<file path="src/rtl/barcode_lookup_table.sv">
// Barcode-to-product-ID table with a sequential first-match scan.
// Define BARCODE_DEFAULT_TABLE_EN to load the factory codes on reset.
module barcode_lookup_table #(
  parameter  int DIGITS  = 4,
  parameter  int DIGIT_W = 4,
  parameter  int ENTRIES = 16,
  localparam int ID_W    = $clog2(ENTRIES),
  localparam int BW      = DIGITS * DIGIT_W
) (
  input  logic            clk,
  input  logic            rst,
  input  logic            wr_en,
  input  logic [ID_W-1:0] wr_index,
  input  logic [BW-1:0]   wr_barcode,
  input  logic            wr_valid,
  input  logic            lookup_req,
  input  logic [BW-1:0]   lookup_barcode,
  output logic            lookup_busy,
  output logic            result_valid,
  output logic            result_hit,
  output logic [ID_W-1:0] result_id
);

  typedef struct packed {
    logic          valid;
    logic [BW-1:0] code;
  } entry_t;

  typedef enum logic {
    IDLE,
    SEARCH
  } state_t;

  localparam logic [ID_W-1:0] LAST = ID_W'(ENTRIES - 1);

  if (ENTRIES < 2) begin : g_depth_check
    $error("barcode_lookup_table: ENTRIES must be >= 2");
  end

`ifdef BARCODE_DEFAULT_TABLE_EN
  if (DIGITS != 4 || DIGIT_W != 4 || ENTRIES < 12) begin : g_cfg_check
    $error("barcode_lookup_table: factory table needs 4x4-bit digits, >=12 entries");
  end
`endif

  function automatic entry_t rst_entry(input int i);
    entry_t e;
    e = '0;
`ifdef BARCODE_DEFAULT_TABLE_EN
    e.valid = (i < 12);
    case (i)
      0:       e.code = BW'(16'h3124);
      1:       e.code = BW'(16'h4132);
      2:       e.code = BW'(16'h4133);
      3:       e.code = BW'(16'h3121);
      4:       e.code = BW'(16'h3133);
      5:       e.code = BW'(16'h3214);
      6:       e.code = BW'(16'h2134);
      7:       e.code = BW'(16'h2144);
      8:       e.code = BW'(16'h3112);
      9:       e.code = BW'(16'h4321);
      10:      e.code = BW'(16'h1342);
      11:      e.code = BW'(16'h1213);
      default: e.code = '0;
    endcase
`else
    e.valid = (i < 0);
`endif
    return e;
  endfunction

  entry_t          tbl [ENTRIES];
  state_t          state;
  logic [BW-1:0]   key;
  logic [ID_W-1:0] idx;
  logic            wr_ok;
  logic            match;

  assign wr_ok = int'(wr_index) < ENTRIES;
  assign match = tbl[idx].valid && (tbl[idx].code == key);
  assign lookup_busy = (state == SEARCH);

  // Table writes land at the edge, so a scan sees them from the next cycle
  always_ff @(posedge clk or posedge rst) begin
    if (rst) begin
      for (int i = 0; i < ENTRIES; i++) begin
        tbl[i] <= rst_entry(i);
      end
    end else if (wr_en && wr_ok) begin
      tbl[wr_index] <= '{valid: wr_valid, code: wr_barcode};
    end
  end

  always_ff @(posedge clk or posedge rst) begin
    if (rst) begin
      state        <= IDLE;
      key          <= '0;
      idx          <= '0;
      result_valid <= 1'b0;
      result_hit   <= 1'b0;
      result_id    <= '1;
    end else begin
      result_valid <= 1'b0;
      case (state)
        IDLE: begin
          if (lookup_req) begin
            key   <= lookup_barcode;
            idx   <= '0;
            state <= SEARCH;
          end
        end
        SEARCH: begin
          if (match) begin
            result_valid <= 1'b1;
            result_hit   <= 1'b1;
            result_id    <= idx;
            state        <= IDLE;
          end else if (idx == LAST) begin
            result_valid <= 1'b1;
            result_hit   <= 1'b0;
            result_id    <= '1;
            state        <= IDLE;
          end else begin
            idx <= idx + 1'b1;
          end
        end
        default: state <= IDLE;
      endcase
    end
  end

endmodule

</file>
<file path="config.mk">
export PLATFORM = sky130hd
export DESIGN_NAME = barcode_lookup_table
export DESIGN_NICKNAME = d
export VERILOG_FILES = /design/src/rtl/barcode_lookup_table.sv
export SDC_FILE = /design/constraint.sdc
export NUM_CORES = 1
export LEC_CHECK = 0
export BUFFER_PORTS_ARGS = -buffer_cell sky130_fd_sc_hd__buf_4
export CELL_PAD_IN_SITES_DETAIL_PLACEMENT = 1
export CELL_PAD_IN_SITES_GLOBAL_PLACEMENT = 2
export CORE_MARGIN = 3
export CORE_UTILIZATION = 50
export DETAILED_ROUTE_END_ITERATION = 8
export HOLD_SLACK_MARGIN = 0.1
export PLACE_DENSITY_LB_ADDON = 0.1
export SLEW_MARGIN = 30
export SYNTH_ARGS = -nofsm -noshare
export SYNTH_HDL_FRONTEND = slang
export SYNTH_SLANG_ARGS = --single-unit
</file>
<file path="constraint.sdc">
create_clock -name clk -period 22.5 [get_ports clk]
set_clock_uncertainty 0.05 [all_clocks]
set_input_delay 4.5 -clock clk [delete_from_list [all_inputs] [get_ports clk]]
set_output_delay 4.5 -clock clk [all_outputs]
set_load 0.01 [all_outputs]
</file>
# [Word level (Yosys, flattened, before mapping)]
# Index checks and enable logic that the tools add are counted.
[classes] addsub=1 order_cmp=3 eq_ne=5 n_mux=21 bitwise=3 reduce_logical=6
[op_table] cell="$bwmux W272" n=1
[op_table] cell="$bmux W17 S4" n=1
[op_table] cell="$demux W17 S4" n=1
[op_table] cell="$mux W17" n=3
[op_table] cell="$mux W4" n=5
[op_table] cell="$eq A16 B16 Y1" n=1
[op_table] cell="$ge A5 B5 Y1 const B" n=2
[op_table] cell="$not A4 Y5" n=2
[op_table] cell="$mux W1" n=8
[op_table] cell="$pmux W4 S2" n=1
[op_table] cell="$ne A2 B2 Y1 const B" n=3
[op_table] cell="$lt A5 B1 Y1 const B" n=1
[op_table] cell="$add A4 B1 Y4 const B" n=1
[op_table] cell="$eq A4 B4 Y1 const B" n=1
[op_table] cell="$reduce_and A2 Y1" n=2
[op_table] cell="$reduce_and A3 Y1" n=1
[op_table] cell="$logic_and A1 B1 Y1" n=2
[op_table] cell="$pmux W1 S2" n=1
[op_table] cell="$reduce_bool A2 Y1" n=1
[op_table] cell="$not A1 Y1" n=1
[word_totals] regBits=299 input_bits=41 output_inout_bits=7 elab_cells=77

# [Longest topological paths before layout]
# Gate-level depths: netlist (run 1).
[logic_depth] word_depth=8 ltp_mapped=13 ltp_nobuf=9

# [Least setup slack after synthesis (run 1)]
# OpenSTA, ideal clock, no wires.
[synth_timing] path_kind="input to register" startpoint="input port wr_index[0]" endpoint="register tbl[54] (netlist bit)" setup_ns=0.125 arrival_time_ns=5.978 t_required_ns=22.325 setup_slack_ns=16.347 path_stages=5 path_buffers=2 path_cell_list="nor3b_1 -> nor2b_1 -> clkbuf_1 -> clkbuf_1 -> mux2_2"
[synth_via] elab_chain_len=6 elab_cells_between_ends=7 classes_between="2 x order compare; 3 x mux; 1 x bitwise; 1 x reduce/logical"
[synth_lines] element="start, declared" line_no="13" text="input logic [ID_W-1:0] wr_index,"
[synth_lines] element="$not A4 Y5 (not written as such) *" line_no="90" text="tbl[wr_index] <= '{valid: wr_valid, code: wr_barcode};"
[synth_lines] element="$ge A5 B5 Y1 (not written as such) or $lt A5 B1 Y1 (tied branches)" line_no="90"
[synth_lines] element="$logic_and A1 B1 Y1 (not written as such)" line_no="90"
[synth_lines] element="$mux W17 (not written as such)" line_no="90"
[synth_lines] element="$demux W17 S4 *" line_no="90"
[synth_lines] element="$bwmux W272 *" line_no="90"
[synth_lines] element="end signal, assigned by index" line_no="87" text="tbl[i] <= rst_entry(i);"
[synth_lines] element="end signal, assigned by index" line_no="90"
[synth_lines] element="end, declared" line_no="72" text="entry_t tbl [ENTRIES];"
# Every way passes the cells marked *; elsewhere a longest branch is shown, timed or not.
# A chain may end at the register's enable or synchronous reset.

==> results.toml, run 1 <==
[hold_path]
hp-class = "register to register"

[final_layout]
areaGrowthSynthToFinish_pct = 13.33
layout_common_cells = "mux2_2 (302), dfrtp_1 (292), buf_4 (62), mux4_2 (48), mux2i_1 (42)"
drive_gt1_share_pct = 50.88
antennaDiodeCount = 0
final_util_pct = 57.93
fillers = 2514
layout_commonest_cell = "mux2_2"
nNetsFinal = 985

[power]
power_leakage_uw = 0.006775
peakVddDrop_v = 0.00006024
power_uw = 1993
power_density_mw_per_mm2 = 127.0

[route]
via_per_inst = 5.955
first_pass_iters = 5
wirelength_um = 35460
vias = 7974
dr.first_iter.drc_count = 384
wire_per_inst_um = 26.48
drc = 0
ant_nets = 0

[die]
core_area_mm2 = 0.02710
die_y_um = 172.5
die_w_um = 172.5
die_area_mm2 = 0.02974
pin_count = 48
rows = 60
start_util_pct = 51.12

[yosys]
syn_inst = 906
synth_top_family_by_area = "multiplexers"
yosysWarnings = 0
synth_xor_area_share_pct = 1.454
synth.net_count = 948
synthAdderAreaFrac_pct = 0.09032
synthFlopType = "dfrtp_1"
ys_types = 47
seq_area_frac_synth_pct = 54.05
async_reset_ff_share_pct = 100.0
synth_compound_area_share_pct = 2.068
synth_simple_gate_area_share_pct = 2.854
synthMuxAreaShare_pct = 36.90
synth_edf_count = 0
synthesis.area_mm2 = 0.01385
synth-seq-cells = 299
syn_avg_cell_area_um2 = 15.29

[cts]
cts-hold-fix-buffers = 0
cts.sinks = 299
h-tree-depth = 2
cts_buffers = 34
clock_path_buffers = 3
clock-root-buffer = "clkbuf_16"
insertion_delay_ns = 0.52
cts-resized-gates = 0
postCtsSetupRepairBufs = 0
cts_tree = "done"
cts.clk_slew.worst_paths_ns = 0.06

[sta]
max_slew.worst_pin.slew_ns = 0.9400
drv_slew = 0
timing.setup.tns_ns = 0
min_period_over_period_pct = 26.74
rsz0062_at_grt = "false"
fin_hold_ws_ns = 0.4499
setup_viol = 0
period_minus_slack_ns = 6.016
max_slew_margin_pct = 37.19
fmaxAchievable_mhz = 166.2
final-hold-violation-count = 0

[placed_design]
dp_hpwl_um = 22020
port-buffer-count = 47
gp_routability_congestion = 0.7398

[critical_path]
start_kind = "input pin"
slowest_stage = "buf_6"
cp_max_fo = 141
critPathArrivalTime_ns = 6.51
slowest_delay_ns = 0.65
critPathMostFrequentCell = "buf_6"
path_cells = "buf_4 > clkinv_8 > buf_6 > buf_6"
criticalPathCategory = "input pin to async pin"
cp-end-kind = "async pin"
required_ns = 23.00

[global_route]
grt_overflow = 0
grt_pass1_wl_um = 54610
grt_antenna_before_repair = 1
grt_pass1_vias = 9037
grt_max_degree = 142
track_usage_pct = 24.67

[job]
cap_violations = 0

[status]
status = "completed"
==> power by group <==
part / switching, uW / leakage (uW) / internal, uW
clock: 216 / 0.000572 / 353
sequential: 113 / 0.00365 / 675
combinational: 298 / 0.00255 / 337
total: 628 / 0.00678 / 1370
==> synthesized netlist by cell type, drive strengths merged (3+ instances only) <==
cell type	count	area share [%]
a21oi	4	0.14
a221oi	6	0.38
and2	3	0.14
buf	26	1.5
clkbuf	38	1.0
dfrtp	295	53
dfstp	4	0.76
inv	3	0.081
mux2	302	25
mux2i	42	3.0
mux4	56	9.3
nand2	15	0.41
nand2b	8	0.36
nand3	4	0.18
nand3b	5	0.27
nand4	3	0.14
nor2	23	0.62
nor2b	5	0.23
nor3b	3	0.16
o21a	4	0.22
o21ai	10	0.36
o22ai	4	0.18
xnor2	13	0.82
xor2	10	0.63
==> metrics by stage <==
step | instance area (um2) | instances | worst slack [ns]
after floorplan | 13850 | 906 | 9.696
after global placement | 14510 | 1278 | 15.21
after detailed placement | 14530 | 1279 | 15.06
after CTS | 15680 | 1339 | 15.57
after global routing | 15700 | 1339 | 16.15
final | 15700 | 1339 | 16.48
==> layer usage <==
layer	wire length, um	track usage [%]
met4	854	6.526
met2	17790	42.35
met3	1399	4.595
met5	13	0
met1	15410	32.51
==> worst paths after layout <==
path,from,to,slack [ns],depth (start not counted)
worst min register to register,tbl[66],tbl[66],0.45,1
worst min-delay path,tbl[66],tbl[66],0.45,1
worst max register to register,idx[1],idx[0],17.97,9
worst max-delay path,rst,key[7],16.48,4
min in group asynchronous,rst,tbl[164],4.02,2
max in group clk,wr_index[0],tbl[239],16.52,5
==> flip-flops by register name (all words and copies together), names as in the netlist <==
register	count
idx	4
key	16
lookup_busy	1
result_hit	1
result_id	4
result_valid	1
tbl	272
==> logic make-up (layout without fill, tap and decap cells) <==
family	after synthesis	after routing
AOI/OAI and AO/OA	41	41
buffers and inverters	67	128
adders and majority gates	1	1
and+or+nand+nor	75	75
DFF	299	299
xor gates and xnor gates	23	23
muxes	400	400
==> layout make-up <==
cell class / count / area (um2) / share of cell area [%]
Sequential cell: 299 / 7496 / 47.74
Multi-Input combinational cell: 540 / 6058 / 38.59
Clock buffer: 52 / 1042 / 6.638
Timing Repair Buffer: 65 / 499.2 / 3.180
Tap cell: 372 / 465.4 / 2.965
Clock inverter: 8 / 115.1 / 0.7332
Inverter: 3 / 23.77 / 0.1514
==> worst max-delay path, delay by kind of cell <==
| kind | cells | cell delay [ns] |
|---|---|---|
| buffers and inverters | 4 | 1.84 |
Note: power is estimated with default switching activity, not from simulation.
==> inputs of run 2 (changes only) <==
- ABC_AREA: not set -> 1
- CORE_UTILIZATION: 50 -> 33
- clock period: 22.5 -> 5.1 ns (I/O delays scaled with it)
==> run 2 against run 1 <==
Non-clock buffer count rose by 11. Critical endpoint is now result_id[0]. Sequential share of layout area shrank 0.88 points. Critical path type is now register to register. Utilization is 20 points lower. Global-route usage down 0.97 points.
==> results.toml, run 2 <==
[status]
status = "completed"

[yosys]
async_reset_ff_share_pct = 100.0
synth.net_count = 1874
synth_compound_area_share_pct = 12.20
synthMuxAreaShare_pct = 0
syn_avg_cell_area_um2 = 7.682
synthesis.area_mm2 = 0.01407
yosysWarnings = 0
synth_xor_area_share_pct = 0.1245
yosys.area.top_type = "dfrtp_1"
synthTopCellsByArea = "dfrtp_1 (52%), nand2_1 (17%), o21ai_0 (9.7%)"
synth-seq-cells = 299
synthFlopType = "dfrtp_1"
syn_inst = 1832
synth_common_cells = "nand2_1 (655), dfrtp_1 (295), o21ai_0 (272)"
synthAdderAreaFrac_pct = 0.08890
yosysMostFrequentCell = "nand2_1"
synth_edf_count = 0
synth_top_family_by_area = "simple AND/OR/NAND/NOR gates"
ys_types = 28
post-synth-top-area-fraction_pct = 52.45
seq_area_frac_synth_pct = 53.20
synth_simple_gate_area_share_pct = 27.64

[sta]
period_minus_slack_ns = 3.465
final-hold-violation-count = 0
fmaxAchievable_mhz = 288.6
setup_viol = 0
drv_slew = 0
max_slew_margin_pct = 35.60
min_period_over_period_pct = 67.94
max_slew.worst_pin.slew_ns = 0.9626
timing.setup.tns_ns = 0
rsz0062_at_grt = "false"

[final_layout]
drive_gt1_share_pct = 8.181
final_util_pct = 38.02
regMostFlops = "tbl"
ff_latch_area_mm2 = 0.007491
layout_commonest_cell = "nand2_1"
reg_top3 = "tbl x272, key x16"
nNetsFinal = 1872
antennaDiodeCount = 0
areaGrowthSynthToFinish_pct = 13.58
largest_reg_flops = 272
layout_common_cells = "nand2_1 (649), dfrtp_1 (294), o21ai_0 (272), nor2_1 (172), nand3_1 (123)"
multi_input_area_mm2 = 0.005669
fillers = 5113

[critical_path]
slowest_delay_ns = 0.67
r2r-start = "idx[0]"
cp_max_fo = 56
start_kind = "register"
path_cells = "inv_4 > buf_4 > nand2_1 > nand3_1 > nand2_1 > nor2_1 > nand2_1 > nand3_1 > nand2_1 > nor2_1 > nand2_1 > nor2_1 > nand3_2 > nand2_1 > nand3_1 > nand2_1"
criticalPathCategory = "register to register"
required_ns = 5.54
slowest_stage = "dfrtp_4"
path_delay_family = "simple AND/OR/NAND/NOR gates"
critPathBufInv = 2
critPathArrivalTime_ns = 3.90
critPathMostFrequentCell = "nand2_1"
rrSetupSlack_ns = 1.63
cp-end-kind = "register"
r2r_end = "result_id[0]"
r2r_cells = 16

[power]
power_leakage_uw = 0.007833
comb_power_share_pct = 35.5
p_sw_share_pct = 40.40
peakVddDrop_v = 0.0002306
power_density_mw_per_mm2 = 574.7
power_uw = 9187
power.internal_uw = 5476
p_seq_share_pct = 36.0
clock_power_share_pct = 28.5
p_sw_uw = 3711

[cts]
h-tree-depth = 2
clock-root-buffer = "clkbuf_16"
clock_path_buffers = 3
cts-hold-fix-buffers = 0
cts.clk_slew.worst_paths_ns = 0.06
cts_buffers = 38
cts.sinks = 299
insertion_delay_ns = 0.56
cts-resized-gates = 0
cts_tree = "done"
postCtsSetupRepairBufs = 0

[route]
via_per_inst = 5.047
ant_nets = 0
wirelength_um = 52350
dr.first_iter.drc_count = 761
first_pass_iters = 6
wire_per_inst_um = 21.84
drc = 0
vias = 12100

[global_route]
grt_antenna_before_repair = 0
grt_max_degree = 108
grt_pass1_wl_um = 79950
track_usage_pct = 23.70
grt_overflow = 0
grt_pass1_vias = 12600

[die]
die_y_um = 212.5
pin_count = 48
rows = 75
die_area_mm2 = 0.04516
core_area_mm2 = 0.04204
start_util_pct = 33.48
die_w_um = 212.5

[placed_design]
port-buffer-count = 47
dp_hpwl_um = 31860
gp_routability_congestion = 0.7696

[hold_path]
hold_path_end = "tbl[121]"
hold_path_depth = 2
hp-class = "register to register"
min_from = "tbl[121]"

[job]
cap_violations = 0
==> run 2: logic make-up (layout without fill, tap and decap cells) <==
group	count (synthesis)	after routing
fa+ha+maj	1	1
buf+inv	216	242
simple gates	973	973
xor+xnor	2	2
flops	299	299
compound gates	341	341
==> run 2: how the worst max path moves through the flow <==
| stage | start | to | slack (ns) | cells past startpoint |
|---|---|---|---|---|
| 4_1_cts | idx[0] | result_id[0] | 1.59 | 15 |
| 5_1_grt | idx[0] | result_id[1] | 1.29 | 16 |
| 2_1_floorplan | rst | idx[0] | 0.06 | 1 |
| 3_5_place_dp | idx[0] | result_id[2] | 1.62 | 15 |
| 3_3_place_gp | idx[0] | result_id[3] | 1.67 | 15 |
| 6_report | idx[0] | result_id[0] | 1.63 | 16 |
==> run 2: layer usage <==
metal  part of all wire (%)  GRT usage (%)  wire [um]  vias up
li1                       -              -          -     5838
met1                     47          32.51      24860     6048
met2                     47          39.60      24850      144
met3                    2.9          3.069       1529       67
met4                    2.1          6.515       1109        0
met5                      0              0          0        -
==> run 2: worst register-to-register path: cells and delay by family (launching register included) <==
| family | cells | cell delay [ns] |
|---|---|---|
| and+or+nand+nor | 14 | 1.54 |
| buffers and inverters | 2 | 1.13 |
| DFF | 1 | 0.67 |
==> run 2: layout make-up <==
cell class	count	share of cell area [%]
clock buffers	63	7.045
clock inverters	5	0.3366
inverters	98	2.341
multi-input cells	1317	35.47
flip-flops and latches	299	46.86
well taps	539	4.219
repair buffers	76	3.726
==> run 2: power groups by stage <==
stage	logic [uW]	clock network [uW]	registers, uW
CTS	3340	2680	3310
floorplan	2360	0	3190
finish	3260	2610	3310
detailed placement	3320	0	3340
global route	3740	2790	3380
global placement	3270	0	3330
==> run 2: stage by stage <==
step,hold WS [ns],instance area (um2),std cells,setup WS (ns)
floorplan,0.3957,14080,1832,0.06020
global placement,0.4110,14800,2329,1.668
detailed placement,0.4183,14800,2329,1.621
CTS,0.4328,15980,2397,1.585
global route,0.4575,15980,2397,1.289
finish,0.4301,15980,2397,1.635
